--- src/rtl/lc3_fetch_unit.sv ---
// LC-3 instruction fetch stage: owns the PC, reads instruction memory, and holds the fetched word in IR for the decoder.
// Latency: a word accepted in cycle N (mem_req & mem_ready) shows up as ir/opcode/ir_valid and pc+1 in cycle N+1.
// Backpressure: memory stalls via mem_ready (unbounded); downstream stalls by withholding ir_ack while ir_valid=1.
//
// Ports:
//   clk, rst_n            clock (rising edge), asynchronous active-low reset
//   run                   fetch enable; when low the unit parks in IDLE once the held instruction is acked
//   mem_req, mem_addr     instruction read request; mem_addr always mirrors pc
//   mem_ready, mem_rdata  read completion and instruction word
//   ir, opcode, ir_valid  instruction register, ir[15:12], and its unconsumed flag
//   ir_ack                downstream consume strobe
//   pc                    address of the next fetch
//   ld_pc, pc_target      redirect strobe and its target address
module lc3_fetch_unit #(
  parameter logic [15:0] PC_RESET = 16'h3000
) (
  input  logic        clk,
  input  logic        rst_n,
  input  logic        run,
  output logic        mem_req,
  output logic [15:0] mem_addr,
  input  logic        mem_ready,
  input  logic [15:0] mem_rdata,
  output logic [15:0] ir,
  output logic [3:0]  opcode,
  output logic        ir_valid,
  input  logic        ir_ack,
  output logic [15:0] pc,
  input  logic        ld_pc,
  input  logic [15:0] pc_target
);

  typedef enum logic [1:0] {
    IDLE  = 2'd0,
    FETCH = 2'd1,
    VALID = 2'd2
  } state_t;

  state_t      state, state_nxt;
  logic [15:0] pc_q, pc_nxt;
  logic [15:0] ir_q, ir_nxt;

  always_ff @(posedge clk or negedge rst_n) begin
    if (!rst_n) begin
      state <= IDLE;
      pc_q  <= PC_RESET;
      ir_q  <= 16'h0000;
    end else begin
      state <= state_nxt;
      pc_q  <= pc_nxt;
      ir_q  <= ir_nxt;
    end
  end

  always_comb begin
    state_nxt = state;
    pc_nxt    = pc_q;
    ir_nxt    = ir_q;

    if (ld_pc) begin
      // A redirect beats everything: any word returning this cycle is
      // dropped, an ack in the same cycle is simply absorbed, and IR keeps
      // its stale contents (ir_valid falls because we leave VALID).
      pc_nxt    = pc_target;
      state_nxt = run ? FETCH : IDLE;
    end else begin
      case (state)
        IDLE: begin
          if (run) state_nxt = FETCH;
        end
        FETCH: begin
          // run is not consulted here: an issued request always completes.
          if (mem_ready) begin
            ir_nxt    = mem_rdata;
            pc_nxt    = pc_q + 16'h0001;  // 16-bit wrap, no carry out
            state_nxt = VALID;
          end
        end
        VALID: begin
          if (ir_ack) state_nxt = run ? FETCH : IDLE;
        end
        default: begin
          state_nxt = IDLE;
        end
      endcase
    end
  end

  // Moore outputs: purely from state and registers, so no input-to-output path.
  assign mem_req  = (state == FETCH);
  assign mem_addr = pc_q;
  assign ir_valid = (state == VALID);
  assign ir       = ir_q;
  assign opcode   = ir_q[15:12];
  assign pc       = pc_q;

endmodule
--- config.mk ---
export PLATFORM = sky130hd
export DESIGN_NAME = lc3_fetch_unit
export DESIGN_NICKNAME = d
export VERILOG_FILES = /design/src/rtl/lc3_fetch_unit.sv
export SDC_FILE = /design/constraint.sdc
export NUM_CORES = 1
export LEC_CHECK = 0
export ABC_AREA = 1
export CORE_MARGIN = 3
export CORE_UTILIZATION = 43
export CTS_BUF_LIST = sky130_fd_sc_hd__clkbuf_4
export DETAILED_ROUTE_END_ITERATION = 6
export GPL_TIMING_DRIVEN = 0
export PLACE_DENSITY = 0.8
export SLEW_MARGIN = 10
export SYNTH_ARGS = -nofsm -noshare
export SYNTH_HDL_FRONTEND = slang
export SYNTH_SLANG_ARGS = --single-unit
--- constraint.sdc ---
create_clock -name clk -period 2.05 [get_ports clk]
set_clock_uncertainty 0.2 [all_clocks]
set_input_delay 0.41 -clock clk [delete_from_list [all_inputs] [get_ports clk]]
set_output_delay 0.41 -clock clk [all_outputs]
set_load 0.01 [all_outputs]
==> results of run 1 <==
[flip-flops by register name, indices dropped and copies added, names as in the netlist]
name,flops
ir,16
mem_addr,16
state,2
[through the flow]
step	std cells	util (%)	area, um^2	hold WS (ns)	setup slack (ns)
after floorplan	272	-	2012	-0.08559	0.5001
after global placement	414	67.00	2978	0.2615	-0.3723
after detailed placement	414	66.89	2973	0.2687	0.05121
after CTS	433	70.05	3113	0.2197	0.002868
after global routing	442	71.90	3196	0.2428	0.007811
final	442	71.90	3196	0.2311	0.04956
[area by class of cell]
cell class                 instances  area, um^2
buffer                            28       209.0
clock buffer                       5       37.54
clock inverter                     3       11.26
fill                             374        1249
inverter                          19       73.82
multi-input combinational        191       875.8
sequential                        34       864.6
tap                               52       65.06
timing repair buffer             110        1059
[Yosys cell counts, types with 2 or more instances]
master / count
nor2_1: 20
nand2_4: 2
buf_2: 2
nand4_1: 3
inv_1: 17
a31oi_1: 2
dfrtp_1: 32
a21oi_1: 2
o21bai_1: 2
o211ai_1: 2
o21ai_0: 6
buf_6: 2
nor2_2: 4
nand2_1: 120
buf_4: 23
dfstp_2: 2
xor2_1: 4
nand3_1: 14
[worst max-delay path by stage]
stage / from / depth (start not counted) / endpoint
after detailed placement: mem_ready / 6 / mem_addr[3]
after global placement: rst_n / 1 / ir[12]
after global routing: mem_addr[5] / 2 / pc[5]
after floorplan: mem_addr[0] / 8 / mem_addr[10]
final: mem_addr[4] / 2 / pc[4]
after CTS: mem_addr[12] / 1 / mem_addr[12]
[critical path: stages, from the launching register on]
cell and delay, ns:
dfrtp_1 0.41, buf_4 0.12, clkdlybuf4s50_1 0.52
[timing repair]
action / in CTS / in global routing
hold buffers: 1 / 0
setup endpoints to repair: 18 / 13
buffers inserted: 10 / 9
gates resized for setup: 12 / 6
endpoints found under the hold margin: 32 / 0
[power by group through the flow]
stage,logic (mW),clock network [mW],registers (mW)
after floorplan,0.520,0,1.11
after global placement,1.29,0,1.05
after detailed placement,1.31,0,1.05
after CTS,1.39,0.360,1.03
after global routing,1.57,0.387,1.03
final,1.44,0.348,1.00
[metal layers]
layer	vias up	share of wire [%]	global-route usage, %
met5	-	0	0
met4	0	0.85	5.731
met3	6	8.9	7.297
met2	86	48	36.59
met1	947	43	26.06
li1	1065	-	-
[kinds of logic (layout without fill, tap and decap cells)]
kind of cell | after synthesis | after routing
and+or+nand+nor | 167 | 167
DFF | 34 | 34
adders and majority gates | 1 | 1
xor gates and xnor gates | 4 | 4
AOI/OAI and AO/OA | 19 | 19
buffers and inverters | 47 | 165
==> results.cfg, run 1 <==
[final_layout]
area_growth_from_synthesis_to_final_layout_pct = 58.83
layout.nets = 428
share_of_cells_above_drive_strength_1_pct = 19.23
final_cell_mix = nand2_1 (120), clkdlybuf4s50_1 (80), buf_4 (43)
mostFrequentLayoutCell = nand2_1
antennaDiodeCount = 0

[floorplanning]
fp.dieArea_um2 = 5535
pin_count = 92
dieHeight_um = 74.40
start_util_pct = 45.27
core_um2 = 4444
floorplan.die.width_um = 74.40
core.rowCount = 24

[power_and_ir_drop]
net-switching-power_mw = 0.9633
internal-power_mw = 1.827
combinationalPowerShare_pct = 51.6
total_power_mw = 2.791
flop_pwr_share_pct = 36.0
cellLeakagePower_nw = 1.618
clockPowerShare_pct = 12.5
power_density_nw_per_um2 = 873.3
switching_share_pct = 34.52
worst_ir_drop_vdd_v = 0.0005629

[worst_hold_path]
hold_depth = 3
hold_class = primary input to flop
worstHoldStart = ld_pc
worst_hold_path_ep = mem_addr[2]

[placement]
place.gp.congestion = 0.8729
dp_hpwl_mm = 3.969
io_buffer_count = 90

[cts]
clk_pin_slew_worst_paths_ns = 0.11
number_of_clock_buffers_inserted_by_tritoncts = 5
tritoncts = done
cts_num_sinks = 34
clock_tree.htree_level_count = 2
cts-root-buf = clkbuf_4
cts_buffer_depth = 2
clkLatencyLatePin_ns = 0.34

[worst_setup_path]
timing.critical_path.from_type = flop
worst-endpoint-required_ns = 1.44
worst-endpoint-arrival_ns = 1.39
timing.reg2reg.worst_path_depth = 9
rr_startpoint = mem_addr[0]
rrSetupSlack_ns = 0.29
worst-setup-path-type = flop to output pin
timing.rr.end = mem_addr[8]
endpoint_kind = output pin
critical_path_peak_fanout = 3

[outcome]
run_status = completed

[route]
vias = 2104
wl_per_cell_um = 12.56
drt-pass1-iter-count = 4
route.detailed.vias_per_inst = 4.760
drcViolationCount = 0
postRouteAntennaNets = 0
total_length_of_routed_wires_mm = 5.550
initialDrtViolationCount = 131

[synth]
synth_cells = 272
syn_area_per_cell_um2 = 7.397
synth_top_family_by_area = simple AND/OR/NAND/NOR gates
yosysWarnings = 0
netlist_top_cells_area = dfrtp_1 (40%), nand2_1 (22%), buf_4 (8.6%)
synth_compound_area_share_pct = 6.157
mux_contribution_to_synthesized_area_pct = 0
netlist-cell-type-count = 31
synth_simple_gate_area_share_pct = 35.01
synth_top_area_share_pct = 39.80
synth-edff-count = 0
yosys.area_share.xor_xnor_pct = 1.741
portion_of_the_post_synthesis_area_used_by_sequential_elements_pct = 42.41
synthFlopType = dfrtp_1
post-synth-top-area-cell = dfrtp_1
synthArstFlopShare_pct = 100.0
synthesis.nets = 311
post_synthesis_share_of_cell_area_spent_on_full_adders_half_adders_and_majority_gates_pct = 0.6219
post_synth_instance_area_um2 = 2012
yosys_register_bits = 34

[global_routing]
via_count_of_the_first_global_routing_pass = 2043
gr-usage-all-layers_pct = 21.51
wire_length_of_the_first_global_routing_pass_mm = 9.232
antenna_found_initial = 0
grt.overflow.total = 0
grt_max_degree = 35

[sta]
timing.setup.tns_ns = 0
min_period_over_period_pct = 97.58
slew_viol_final = 0
report.final.setup_viol = 0
final_hold_viol_count = 0
fmax_mhz = 499.9
slew-limit-headroom_pct = 47.62
period_minus_slack_ns = 2.000
worst_pin_slew_ns = 0.7858
rsz0062_at_grt = false

[flow_run]
drv_cap = 0
Note: power is estimated with default switching activity, not from simulation.
==> run 2: changes to the inputs <==
- CORE_UTILIZATION: 43 -> 42
- CTS_BUF_LIST: sky130_fd_sc_hd__clkbuf_4 -> sky130_fd_sc_hd__clkbuf_16
- PLACE_DENSITY: 0.8 -> 0.78
==> run 2 against run 1 <==
Against the previous run: sequential power increased by 5%; count of clock-buffer cells in the layout stayed put; setup slack better by 0.0026 ns; critical path type unchanged; core utilization decreased by 0.99 points; critical endpoint is now pc[5].
==> results.cfg, run 2 (same netlist as run 1, synthesis figures left out) <==
[floorplanning]
core_um2 = 4474
pin_count = 92
start_util_pct = 44.97
floorplan.die.width_um = 75.21
fp.dieArea_um2 = 5657
core.rowCount = 24
dieHeight_um = 75.21

[power_and_ir_drop]
flop_pwr_share_pct = 32.7
combinationalPowerShare_pct = 41.3
worst_ir_drop_vdd_v = 0.0006653
switching_share_pct = 30.79
net-switching-power_mw = 0.9844
cellLeakagePower_nw = 1.542
internal-power_mw = 2.212
total_power_mw = 3.197
clockPowerShare_pct = 26.0
power_density_nw_per_um2 = 1007

[final_layout]
final_cell_mix = nand2_1 (120), clkdlybuf4s50_1 (86), buf_4 (26)
share_of_cells_above_drive_strength_1_pct = 15.82
area_growth_from_synthesis_to_final_layout_pct = 57.71
mostFrequentLayoutCell = nand2_1
layout.nets = 411
antennaDiodeCount = 0
layout.cells.non_filler = 425

[sta]
slew_viol_final = 0
final_critical_path_setup_slack_ns = 0.05220
worst_pin_slew_ns = 0.7829
final_hold_viol_count = 0
slew-limit-headroom_pct = 47.80
rsz0062_at_grt = false
hold_slack_ns = 0.01032
report.final.setup_viol = 0
fmax_mhz = 500.6
period_minus_slack_ns = 1.998
min_period_over_period_pct = 97.45
timing.setup.tns_ns = 0

[route]
route.detailed.vias_per_inst = 4.767
postRouteAntennaNets = 0
drcViolationCount = 0
vias = 2026
total_length_of_routed_wires_mm = 5.391
drt-pass1-iter-count = 4
wl_per_cell_um = 12.68
initialDrtViolationCount = 135

[global_routing]
gr-usage-all-layers_pct = 20.35
wire_length_of_the_first_global_routing_pass_mm = 8.714
via_count_of_the_first_global_routing_pass = 1946
grt_max_degree = 35
antenna_found_initial = 0
grt.overflow.total = 0

[cts]
clk_pin_slew_worst_paths_ns = 0.06
clkLatencyLatePin_ns = 0.28
cts_num_sinks = 34
cts-root-buf = clkbuf_16
number_of_clock_buffers_inserted_by_tritoncts = 5
tritoncts = done
hold_buffers = 0
cts_buffer_depth = 2
clock_tree.htree_level_count = 2

[flow_run]
drv_cap = 0

[worst_setup_path]
endpoint_kind = output pin
worst-endpoint-arrival_ns = 1.39
timing.critical_path.from_type = flop
worst-endpoint-required_ns = 1.44
worst-setup-path-type = flop to output pin
critical_path_peak_fanout = 6

[placement]
place_inst = 414
place.gp.congestion = 0.8466
io_buffer_count = 90
dp_hpwl_mm = 3.889
placement_setup_slack_ns = 0.06347

[outcome]
run_status = completed

[worst_hold_path]
hold_class = primary input to async pin
-- run 2: worst paths after layout --
check                      slack [ns]        start            to  depth (start not counted)
max                              0.05  mem_addr[5]         pc[5]                          2
min                              0.01        rst_n      state[1]                          1
max reg2reg                      0.36  mem_addr[0]  mem_addr[10]                          8
min reg2reg                      0.28        ir[7]         ir[7]                          2
max in group asynchronous        1.08        rst_n   mem_addr[6]                          1
min in group clk                 0.28        ir[7]         ir[7]                          2
-- run 2: area by class of cell --
cell class                      instances  area, um^2
Buffer                                 28       209.0
Clock buffer                            5       125.1
Clock inverter                          3       37.54
Fill cell                             372        1301
Inverter                               19       73.82
Multi-Input combinational cell        191       875.8
Sequential cell                        34       864.6
Tap cell                               52       65.06
Timing Repair Buffer                   93       922.1
-- run 2: power groups by stage --
stage / combinational, mW / sequential, mW / clock (mW)
CTS: 1.33 / 1.04 / 0.849
global placement: 1.29 / 1.05 / 0
finish: 1.32 / 1.05 / 0.831
global route: 1.44 / 1.08 / 0.879
detailed placement: 1.31 / 1.05 / 0
floorplan: 0.520 / 1.11 / 0
-- run 2: stage by stage --
| step | utilization, % | area, um^2 |
|---|---|---|
| 2_1_floorplan | - | 2012 |
| 3_3_place_gp | 66.55 | 2978 |
| 3_5_place_dp | 66.44 | 2973 |
| 4_1_cts | 70.41 | 3151 |
| 5_1_grt | 70.92 | 3173 |
| 6_report | 70.92 | 3173 |
-- run 2: critical path: stages (launching register included) --
cell             delay, ns
dfrtp_1               0.45
buf_4                 0.14
clkdlybuf4s50_1       0.52
-- run 2: timing repair --
action | in CTS | in global routing
endpoints found under the setup margin | 4 | 11
resized for setup | 2 | 10
setup buffers | 2 | 1
-- run 2: routing by layer --
| metal | GRT usage [%] | wire, um |
|---|---|---|
| met5 | 0 | 0 |
| met4 | 6.019 | 62 |
| met3 | 8.945 | 487 |
| met1 | 23.68 | 2191 |
| met2 | 34.04 | 2650 |
